### src/rtl/conv_window_scheduler_pkg.sv
// Shared encodings and default widths for the convolution window scheduler,
// its address generator and the blocks that talk to it.
package conv_window_scheduler_pkg;

  localparam int FILT_ADDR_LEN = 4;
  localparam int IF_ADDR_LEN   = 4;
  localparam int WIN_CNT_LEN   = 6;

  typedef logic [2:0] state_t;

  localparam state_t ST_IDLE = 3'd0;
  localparam state_t ST_WAIT = 3'd1;
  localparam state_t ST_MAC  = 3'd2;
  localparam state_t ST_PSUM = 3'd3;
  localparam state_t ST_ADV  = 3'd4;

endpackage

### src/rtl/conv_window_scheduler_if.sv
// Control/address bundle between the top controller (master) and the window
// scheduler (slave); the scratchpad and MAC-side strobes ride along.
interface conv_window_scheduler_if #(
  parameter int FILT_ADDR_LEN = conv_window_scheduler_pkg::FILT_ADDR_LEN,
  parameter int IF_ADDR_LEN   = conv_window_scheduler_pkg::IF_ADDR_LEN,
  parameter int WIN_CNT_LEN   = conv_window_scheduler_pkg::WIN_CNT_LEN
);
  logic                     start_rd_gen;
  logic                     clr;
  logic [FILT_ADDR_LEN:0]   filter_size;
  logic [IF_ADDR_LEN-1:0]   stride;
  logic [WIN_CNT_LEN-1:0]   num_windows;
  logic [IF_ADDR_LEN:0]     if_avail;
  logic                     filt_valid;
  logic                     psum_ready;

  logic [IF_ADDR_LEN-1:0]   if_raddr;
  logic [FILT_ADDR_LEN-1:0] filt_raddr;
  logic                     mac_en;
  logic                     mac_valid;
  logic                     mac_last;
  logic                     if_consume;
  logic [IF_ADDR_LEN-1:0]   consume_cnt;
  logic                     psum_done;
  logic                     stride_count_flag;
  logic                     full_done;
  logic                     busy;

  modport master (
    output start_rd_gen, clr, filter_size, stride, num_windows,
           if_avail, filt_valid, psum_ready,
    input  if_raddr, filt_raddr, mac_en, mac_valid, mac_last, if_consume,
           consume_cnt, psum_done, stride_count_flag, full_done, busy
  );

  modport slave (
    input  start_rd_gen, clr, filter_size, stride, num_windows,
           if_avail, filt_valid, psum_ready,
    output if_raddr, filt_raddr, mac_en, mac_valid, mac_last, if_consume,
           consume_cnt, psum_done, stride_count_flag, full_done, busy
  );
endinterface

### src/rtl/conv_window_scheduler_window_addr_gen.sv
// Window address generator: circular IF base pointer plus tap counter,
// producing IF and filter scratchpad read addresses.
module window_addr_gen #(
  parameter int FILT_ADDR_LEN = conv_window_scheduler_pkg::FILT_ADDR_LEN,
  parameter int IF_ADDR_LEN   = conv_window_scheduler_pkg::IF_ADDR_LEN
) (
  input  logic                     clk,
  input  logic                     rst,
  input  logic                     clr,
  input  logic                     load,
  input  logic                     step,
  input  logic                     advance,
  input  logic [IF_ADDR_LEN-1:0]   stride,
  output logic [IF_ADDR_LEN-1:0]   if_raddr,
  output logic [FILT_ADDR_LEN-1:0] filt_raddr
);
  logic [IF_ADDR_LEN-1:0]   if_base;
  logic [FILT_ADDR_LEN-1:0] k;

  // NOTE: non-blocking assignments keep every flop sampling pre-edge values.
  always_ff @(posedge clk or negedge rst) begin
    if (!rst) begin
      if_base <= '0;
      k       <= '0;
    end else if (clr) begin
      if_base <= '0;
      k       <= '0;
    end else begin
      if (load)      k <= '0;
      else if (step) k <= k + 1'b1;
      if (advance)   if_base <= if_base + stride;
    end
  end

  // Sum truncated to the IF width gives the circular-buffer wrap for free.
  assign if_raddr   = if_base + IF_ADDR_LEN'(k);
  assign filt_raddr = k;
endmodule

### src/rtl/conv_window_scheduler.sv
// Per-window MAC sequencer: waits for operands, streams filter_size taps,
// hands the psum off, then strides the IF window until the row is done.
module conv_window_scheduler #(
  parameter int FILT_ADDR_LEN = conv_window_scheduler_pkg::FILT_ADDR_LEN,
  parameter int IF_ADDR_LEN   = conv_window_scheduler_pkg::IF_ADDR_LEN,
  parameter int WIN_CNT_LEN   = conv_window_scheduler_pkg::WIN_CNT_LEN
) (
  input logic                    clk,
  input logic                    rst,
  conv_window_scheduler_if.slave bus
);
  import conv_window_scheduler_pkg::*;

  state_t                   state, state_nxt;
  logic [FILT_ADDR_LEN:0]   fs_l;
  logic [IF_ADDR_LEN-1:0]   stride_l;
  logic [WIN_CNT_LEN-1:0]   nw_l, w;
  logic [FILT_ADDR_LEN-1:0] filt_raddr;
  logic                     start_acc, go, tap_last, win_last;
  logic                     load_k, step_k, adv;
  logic                     mac_en, psum_done, full_done;
  logic                     mac_valid_q, mac_last_q;

  assign start_acc = bus.start_rd_gen && (state == ST_IDLE);
  assign go        = bus.filt_valid && (bus.if_avail >= fs_l);
  assign tap_last  = ({1'b0, filt_raddr} == fs_l - 1'b1);
  assign win_last  = (w == nw_l - 1'b1);

  always_ff @(posedge clk or negedge rst) begin
    if (!rst) state <= ST_IDLE;
    else      state <= state_nxt;
  end

  always_comb begin
    // NOTE: default first so every path assigns state_nxt and no latch forms.
    state_nxt = state;
    if (bus.clr) begin
      state_nxt = ST_IDLE;
    end else begin
      case (state)
        ST_IDLE: if (bus.start_rd_gen) state_nxt = ST_WAIT;
        ST_WAIT: if (go)               state_nxt = ST_MAC;
        ST_MAC:  if (tap_last)         state_nxt = ST_PSUM;
        ST_PSUM: if (bus.psum_ready)   state_nxt = ST_ADV;
        ST_ADV:  state_nxt = win_last ? ST_IDLE : ST_WAIT;
        default: state_nxt = ST_IDLE;
      endcase
    end
  end

  always_comb begin
    mac_en    = 1'b0;
    load_k    = 1'b0;
    step_k    = 1'b0;
    adv       = 1'b0;
    psum_done = 1'b0;
    full_done = 1'b0;
    case (state)
      ST_WAIT: load_k = go;
      ST_MAC: begin
        mac_en = 1'b1;
        step_k = 1'b1;
      end
      ST_PSUM: psum_done = bus.psum_ready;
      ST_ADV: begin
        adv       = 1'b1;
        full_done = win_last;
      end
      default: ;
    endcase
  end

  // Zero size/stride/count are promoted to 1 so a row always makes progress.
  always_ff @(posedge clk or negedge rst) begin
    if (!rst) begin
      fs_l     <= '0;
      stride_l <= '0;
      nw_l     <= '0;
      w        <= '0;
    end else if (bus.clr) begin
      w <= '0;
    end else if (start_acc) begin
      fs_l     <= (bus.filter_size == '0) ? (FILT_ADDR_LEN+1)'(1) : bus.filter_size;
      stride_l <= (bus.stride == '0)      ? IF_ADDR_LEN'(1)       : bus.stride;
      nw_l     <= (bus.num_windows == '0) ? WIN_CNT_LEN'(1)       : bus.num_windows;
      w        <= '0;
    end else if (adv && !win_last) begin
      w <= w + 1'b1;
    end
  end

  // One-cycle delay lines up the MAC qualifiers with scratchpad read data.
  always_ff @(posedge clk or negedge rst) begin
    if (!rst) begin
      mac_valid_q <= 1'b0;
      mac_last_q  <= 1'b0;
    end else if (bus.clr) begin
      mac_valid_q <= 1'b0;
      mac_last_q  <= 1'b0;
    end else begin
      mac_valid_q <= mac_en;
      mac_last_q  <= mac_en && tap_last;
    end
  end

  window_addr_gen #(
    .FILT_ADDR_LEN(FILT_ADDR_LEN),
    .IF_ADDR_LEN  (IF_ADDR_LEN)
  ) u_addr_gen (
    .clk       (clk),
    .rst       (rst),
    .clr       (bus.clr),
    .load      (load_k),
    .step      (step_k),
    .advance   (adv),
    .stride    (stride_l),
    .if_raddr  (bus.if_raddr),
    .filt_raddr(filt_raddr)
  );

  assign bus.filt_raddr        = filt_raddr;
  assign bus.mac_en            = mac_en;
  assign bus.mac_valid         = mac_valid_q;
  assign bus.mac_last          = mac_last_q;
  assign bus.if_consume        = adv;
  assign bus.consume_cnt       = stride_l;
  assign bus.psum_done         = psum_done;
  assign bus.stride_count_flag = adv;
  assign bus.full_done         = full_done;
  assign bus.busy              = (state != ST_IDLE);
endmodule

### src/flat_wrapper.sv
// flat-port wrapper written by rule: the top's interface ports become plain ports
module conv_window_scheduler_flat import conv_window_scheduler_pkg::*;
#(
  parameter int FILT_ADDR_LEN = conv_window_scheduler_pkg::FILT_ADDR_LEN,
  parameter int IF_ADDR_LEN   = conv_window_scheduler_pkg::IF_ADDR_LEN,
  parameter int WIN_CNT_LEN   = conv_window_scheduler_pkg::WIN_CNT_LEN
)
  (clk, rst, bus_start_rd_gen, bus_clr, bus_filter_size, bus_stride, bus_num_windows, bus_if_avail, bus_filt_valid, bus_psum_ready, bus_if_raddr, bus_filt_raddr, bus_mac_en, bus_mac_valid, bus_mac_last, bus_if_consume, bus_consume_cnt, bus_psum_done, bus_stride_count_flag, bus_full_done, bus_busy);
  conv_window_scheduler_if #(.FILT_ADDR_LEN(FILT_ADDR_LEN), .IF_ADDR_LEN(IF_ADDR_LEN), .WIN_CNT_LEN(WIN_CNT_LEN)) bus_i ();
  input logic clk;
  input logic rst;
  input wire logic [$bits(bus_i.start_rd_gen)-1:0] bus_start_rd_gen;
  input wire logic [$bits(bus_i.clr)-1:0] bus_clr;
  input wire logic [$bits(bus_i.filter_size)-1:0] bus_filter_size;
  input wire logic [$bits(bus_i.stride)-1:0] bus_stride;
  input wire logic [$bits(bus_i.num_windows)-1:0] bus_num_windows;
  input wire logic [$bits(bus_i.if_avail)-1:0] bus_if_avail;
  input wire logic [$bits(bus_i.filt_valid)-1:0] bus_filt_valid;
  input wire logic [$bits(bus_i.psum_ready)-1:0] bus_psum_ready;
  output wire logic [$bits(bus_i.if_raddr)-1:0] bus_if_raddr;
  output wire logic [$bits(bus_i.filt_raddr)-1:0] bus_filt_raddr;
  output wire logic [$bits(bus_i.mac_en)-1:0] bus_mac_en;
  output wire logic [$bits(bus_i.mac_valid)-1:0] bus_mac_valid;
  output wire logic [$bits(bus_i.mac_last)-1:0] bus_mac_last;
  output wire logic [$bits(bus_i.if_consume)-1:0] bus_if_consume;
  output wire logic [$bits(bus_i.consume_cnt)-1:0] bus_consume_cnt;
  output wire logic [$bits(bus_i.psum_done)-1:0] bus_psum_done;
  output wire logic [$bits(bus_i.stride_count_flag)-1:0] bus_stride_count_flag;
  output wire logic [$bits(bus_i.full_done)-1:0] bus_full_done;
  output wire logic [$bits(bus_i.busy)-1:0] bus_busy;
  assign bus_i.start_rd_gen = bus_start_rd_gen;
  assign bus_i.clr = bus_clr;
  assign bus_i.filter_size = bus_filter_size;
  assign bus_i.stride = bus_stride;
  assign bus_i.num_windows = bus_num_windows;
  assign bus_i.if_avail = bus_if_avail;
  assign bus_i.filt_valid = bus_filt_valid;
  assign bus_i.psum_ready = bus_psum_ready;
  assign bus_if_raddr = bus_i.if_raddr;
  assign bus_filt_raddr = bus_i.filt_raddr;
  assign bus_mac_en = bus_i.mac_en;
  assign bus_mac_valid = bus_i.mac_valid;
  assign bus_mac_last = bus_i.mac_last;
  assign bus_if_consume = bus_i.if_consume;
  assign bus_consume_cnt = bus_i.consume_cnt;
  assign bus_psum_done = bus_i.psum_done;
  assign bus_stride_count_flag = bus_i.stride_count_flag;
  assign bus_full_done = bus_i.full_done;
  assign bus_busy = bus_i.busy;
  conv_window_scheduler #(.FILT_ADDR_LEN(FILT_ADDR_LEN), .IF_ADDR_LEN(IF_ADDR_LEN), .WIN_CNT_LEN(WIN_CNT_LEN)) u_core (.clk(clk), .rst(rst), .bus(bus_i));
endmodule
### config.mk
export PLATFORM = sky130hd
export DESIGN_NAME = conv_window_scheduler_flat
export DESIGN_NICKNAME = d
export VERILOG_FILES = /design/src/rtl/conv_window_scheduler_pkg.sv /design/src/rtl/conv_window_scheduler_if.sv /design/src/rtl/conv_window_scheduler_window_addr_gen.sv /design/src/rtl/conv_window_scheduler.sv /design/src/flat_wrapper.sv
export SDC_FILE = /design/constraint.sdc
export NUM_CORES = 1
export LEC_CHECK = 0
export CORE_MARGIN = 8
export CORE_UTILIZATION = 50
export CTS_CLUSTER_DIAMETER = 80
export DETAILED_ROUTE_END_ITERATION = 12
export GPL_TIMING_DRIVEN = 0
export PLACE_DENSITY = 0.81
export SYNTH_ARGS = -nofsm -noshare
export SYNTH_HDL_FRONTEND = slang
export SYNTH_SLANG_ARGS = --single-unit
export TNS_END_PERCENT = 100
### constraint.sdc
create_clock -name clk -period 4.4 [get_ports clk]
set_clock_uncertainty 0.15 [all_clocks]
set_input_delay 0.88 -clock clk [delete_from_list [all_inputs] [get_ports clk]]
set_output_delay 0.88 -clock clk [all_outputs]
set_load 0.005 [all_outputs]
Word level (Yosys, flattened, before mapping) --
Cells that the tools add are included.
Word-level totals: flip-flop bits (word level) 34, bits in latches 0, memory bits (writable) 0, ROM bits 0, input bits 26, memories 0
Operators by class: add/sub/neg operators 6, multiply operators 0, divide/modulo/power cells 0, order comparisons 1, eq/ne operators 10, shift-type cells 0, multiplexer cells 25, bitwise gates (word level) 1, reductions and logical operators 15
Operator list (count):
- two-way mux 4 bit | 6
- two-way mux 6 bit | 4
- two-way mux 3 bit | 5
- one-hot mux 3 bit (5 select lines) | 1
- nonzero test 3 bit | 3
- adder 4 bit | 2
- two-way mux 1 bit | 8
- adder 6 x 1 -> 6 bit, second input constant | 1
- equality test 3 x 2 -> 1 bit, second input constant | 2
- equality test 6 bit | 1
- zero test 6 bit | 1
- inequality test 3 x 2 -> 1 bit, second input constant | 2
- inequality test 3 bit, second input constant | 2
- subtractor 6 x 1 -> 6 bit, second input constant | 1
- equality test 4 x 5 -> 1 bit | 1
- >= comparator 5 bit | 1
- zero test 5 bit | 1
- two-way mux 5 bit | 1
- subtractor 5 x 1 -> 5 bit, second input constant | 1
- adder 4 x 1 -> 4 bit, second input constant | 1
- logical AND 1 bit | 4
- zero test 4 bit | 1
- AND reduction 4 bit | 1
- equality test 3 x 1 -> 1 bit, second input constant | 1
- other kinds (6) | 6

Longest topological paths before layout --
depth in word-level cells 7, depth in mapped cells 7, gate-level depth less buffers 7

Cells and area by module --
A second synthesis with hierarchy kept.
Second synthesis, totals: cell total of the unflattened synthesis 212, area total of the unflattened synthesis 2115.8 um2
Modules (own cells, without submodules):
- conv_window_scheduler | times used 1, cells each 163, area an instance 1570.3 um2
- window_addr_gen | times used 1, cells each 49, area an instance 545.5 um2

Worst setup path after synthesis --
No wires, ideal clock.
path kind register to output, start point register u_core.nw_l[0], end point output bus_full_done, arrival 1535 ps, data required time 3370 ps, slack 1835 ps, stages on the path, launching flop included 7, buffers on the path 0, cell sequence dfrtp_1 -> inv_1 -> ha_1 -> xor2_1 -> o211ai_1 -> a311oi_4 -> and3_1
Between the ends: longest elaborated chain between the ends 3
Ends and longest elaborated chain:
- start, declared | RTL line conv_window_scheduler.sv:17 | logic [WIN_CNT_LEN-1:0] nw_l, w;
- start signal, assigned | RTL line conv_window_scheduler.sv:85 | nw_l <= (bus.num_windows == '0) ? WIN_CNT_LEN'(1) : bus.num_windows;
- subtractor 6 x 1 -> 6 bit | RTL line conv_window_scheduler.sv:27 | assign win_last = (w == nw_l - 1'b1);
- equality test 6 bit | RTL line conv_window_scheduler.sv:27
- two-way mux 1 bit | RTL line conv_window_scheduler.sv:58 | case (state)
- end, declared | RTL line flat_wrapper.sv:29 | output wire logic [$bits(bus_i.full_done)-1:0] bus_full_done;
Every way passes these cells.

Worst setup path in the final report --
Same ends and word-level chain as after synthesis.

==> results.cfg <==
[pwr]
ir_drop_uv = 198
switching_share = 0.334
power_density_nw_per_um2 = 342
power.switching_uw = 317
p_clk_frac = 0.257
combPwrFrac = 0.324
cellInternalPower_uw = 634
pwr-share-seq = 0.420
leakage_nw = 1.21

[clock_network]
cts_max_level = 2
insertion_delay_ns = 0.29
ctsHoldBuffers = 0
clk_pin_slew_ns = 0.07
cts_resized = 0
numCtsBuffers = 5
root_buffer = clkbuf_8
cts_tree = yes
cts_buffer_depth = 2
numClockSinks = 34
post_cts_buffers = 0

[yosys]
synthesis.area_sq_um = 2170
synth_top_flop_cell = dfrtp_1
synth_cell_types = 43
yosys_register_bits = 34
synth.area.top_cells = dfrtp_1 (39%), ha_1 (8.6%), nand2_1 (5.0%)
synth_edf_count = 0
syn-mean-instance-area_sq_um = 9.41
async_flop_share = 1.00
yosysWarnings = 0
yosys.area.top_type = dfrtp_1
syn_inst = 231
netlist.area_leader.share = 0.391
syn_nets = 274
seq_area_frac_synth = 0.391

[finish]
area_growth_pct = 27.8
n_antenna_cell = 0
final_area_sq_um = 2780
num-nets-final = 326
n_fill_cell = 365
drive_gt1_frac = 0.0845

[critical_path]
critPathCaptureType = output port
max_stage_delay_ns = 0.50
crit_required_ns = 3.37
cp.arrival_ns = 2.54
crit_chain = inv_1 -> ha_1 -> xor2_1 -> o211ai_1 -> a311oi_4 -> and3_1 -> clkdlybuf4s50_1
critPathSlowestCell = clkdlybuf4s50_1
cp.buffers_inverters = 2
cpLargestDelayFamily = compound AO/OA/AOI/OAI gates
critPathMaxFanout = 7
critPathKind = reg -> out
critPathLaunchType = register

[job]
cap_violations = 0

[detailed_routing]
first_pass_iters = 4
ant_nets = 0
drc_errors = 0
vias = 1845
viasPerCell = 5.49
drt_iter0_markers = 135
wire_per_inst_um = 15.2
drt_wl_total_mm = 5.12

[sta]
hold_viol = 0
timing.hold.ws_ns = 0.389
slew_violations = 0
tightest_slew_ns = 0.790
finalWorstSetupSlack_ns = 0.829
fin_tns_setup_ns = 0
fin_crit_ns = 3.57
relSlewSlack = 0.473
finalCritPeriodShare = 0.812
fmax_ghz = 0.280
rsz0062_at_grt = no
setup_viol = 0

[status]
outcome = finished clean

[placed_design]
place_area_sq_um = 2690
io_buffers = 45
place_congestion = 0.819
pre_cts_slack_ns = 1.12
dpl.hpwl_mm = 3.89

[grt]
grt_pass1_vias = 1872
grt_pass1_wl_mm = 8.71
grt.overflow.total = 0
gr-usage-all-layers = 0.168
grt_max_degree = 35
antenna_found_initial = 0

[floorplanning]
io-pin-count = 46
core.rowCount = 24
core-area_sq_um = 4260
fp.dieArea_sq_um = 6720
die_w_um = 82.0
die_y_um = 82.0
initial_core_util = 0.510

[worst_hold_path]
hp-class = reg -> reg
-- cell families after synthesis --
kind of cell | share of synthesized area
and+or+nand+nor | 0.183
DFF | 0.391
adders and majority gates | 0.105
AOI/OAI and AO/OA | 0.154
muxes | 0.0587
buffers and inverters | 0.0478
xor gates and xnor gates | 0.0604
-- placed cells by master, fill, tap and decap left out, drive strengths merged, types with 6 or more instances in the layout --
master / netlist / routed
clkdlybuf4s50: 0 / 44
dfrtp: 34 / 34
nand2: 29 / 29
inv: 18 / 18
a21oi: 16 / 16
o21ai: 15 / 15
ha: 15 / 15
nor3: 10 / 10
clkbuf: 4 / 10
nor2: 9 / 9
xnor2: 9 / 9
nand2b: 9 / 9
xor2: 6 / 6
mux2: 6 / 6
mux2i: 6 / 6
-- worst reg2reg max path: stages, from the launching register on --
cell and delay [ns]:
dfrtp_1 0.37, clkbuf_1 0.20, nor3_1 0.23, inv_1 0.12, nor3_2 0.39, buf_2 0.33
mux2_2 0.36
-- stage by stage --
step | utilization | cells | total power [mW]
final | 0.652 | 336 | 0.951
after global routing | 0.652 | 336 | 1.01
after CTS | 0.652 | 336 | 0.957
after detailed placement | 0.630 | 328 | 0.712
after global placement | 0.631 | 328 | 0.700
after floorplan | - | 231 | 0.597
-- cell usage after synthesis, drive strengths merged (2+ instances only) --
| cell | number |
|---|---|
| and3b | 2 |
| fa | 2 |
| a21o | 4 |
| nand3 | 2 |
| mux2i | 6 |
| inv | 18 |
| xnor2 | 9 |
| nand2b | 9 |
| buf | 3 |
| nor2b | 4 |
| clkbuf | 4 |
| ha | 15 |
| a211oi | 4 |
| o21ai | 15 |
| xor2 | 6 |
| nand4 | 3 |
| nor3 | 10 |
| nand2 | 29 |
| o211ai | 2 |
| or3 | 3 |
| a21oi | 16 |
| nor2 | 9 |
| a31oi | 2 |
| mux2 | 6 |
| dfrtp | 34 |
-- area by class of cell --
type                       instances  area, sq um  share of cell area
inverter                          19         71.3              0.0257
tap                               52         65.1              0.0234
clock buffer                       6         82.6              0.0297
buffer                             7         32.5              0.0117
sequential                        34          851               0.306
clock inverter                     2         12.5             0.00450
timing repair buffer              45          445               0.160
multi-input combinational        171         1220               0.439
-- flip-flops by register name (all words and copies together), names as in the netlist --
name	flops
u_core.bus.consume_cnt	4
u_core.bus.mac_last	1
u_core.bus.mac_valid	1
u_core.fs_l	5
u_core.nw_l	6
u_core.state	3
u_core.u_addr_gen.filt_raddr	4
u_core.u_addr_gen.if_base	4
u_core.w	6
-- per-layer routing --
metal,up-vias,track usage,part of all wire,wire length (um)
li1,916,-,-,-
met1,863,0.188,0.41,2080
met2,49,0.287,0.51,2600
met3,17,0.0449,0.052,267
met4,0,0.0842,0.032,165
met5,-,0,0,0
-- path summary, 6_finish.rpt --
kind                                 start                              end  slack [ns]  cells after the start
max                         u_core.nw_l[0]                    bus_full_done        0.83                      7
min                         u_core.nw_l[5]                   u_core.nw_l[5]        0.39                      1
max reg2reg                u_core.state[2]                   u_core.nw_l[5]        2.14                      6
min reg2reg                 u_core.nw_l[5]                   u_core.nw_l[5]        0.39                      1
max in group asynchronous              rst                   u_core.nw_l[0]        3.07                      1
min in group asynchronous              rst  u_core.u_addr_gen.filt_raddr[2]        0.53                      1
-- power groups by stage --
stage          sequential (mW)  clock (mW)  combinational (mW)
3_5_place_dp             0.405           0               0.307
6_report                 0.399       0.244               0.308
5_1_grt                  0.406       0.260               0.347
4_1_cts                  0.399       0.247               0.310
2_1_floorplan            0.395           0               0.202
3_3_place_gp             0.403           0               0.297
Power figures use the tool's default switching activity.
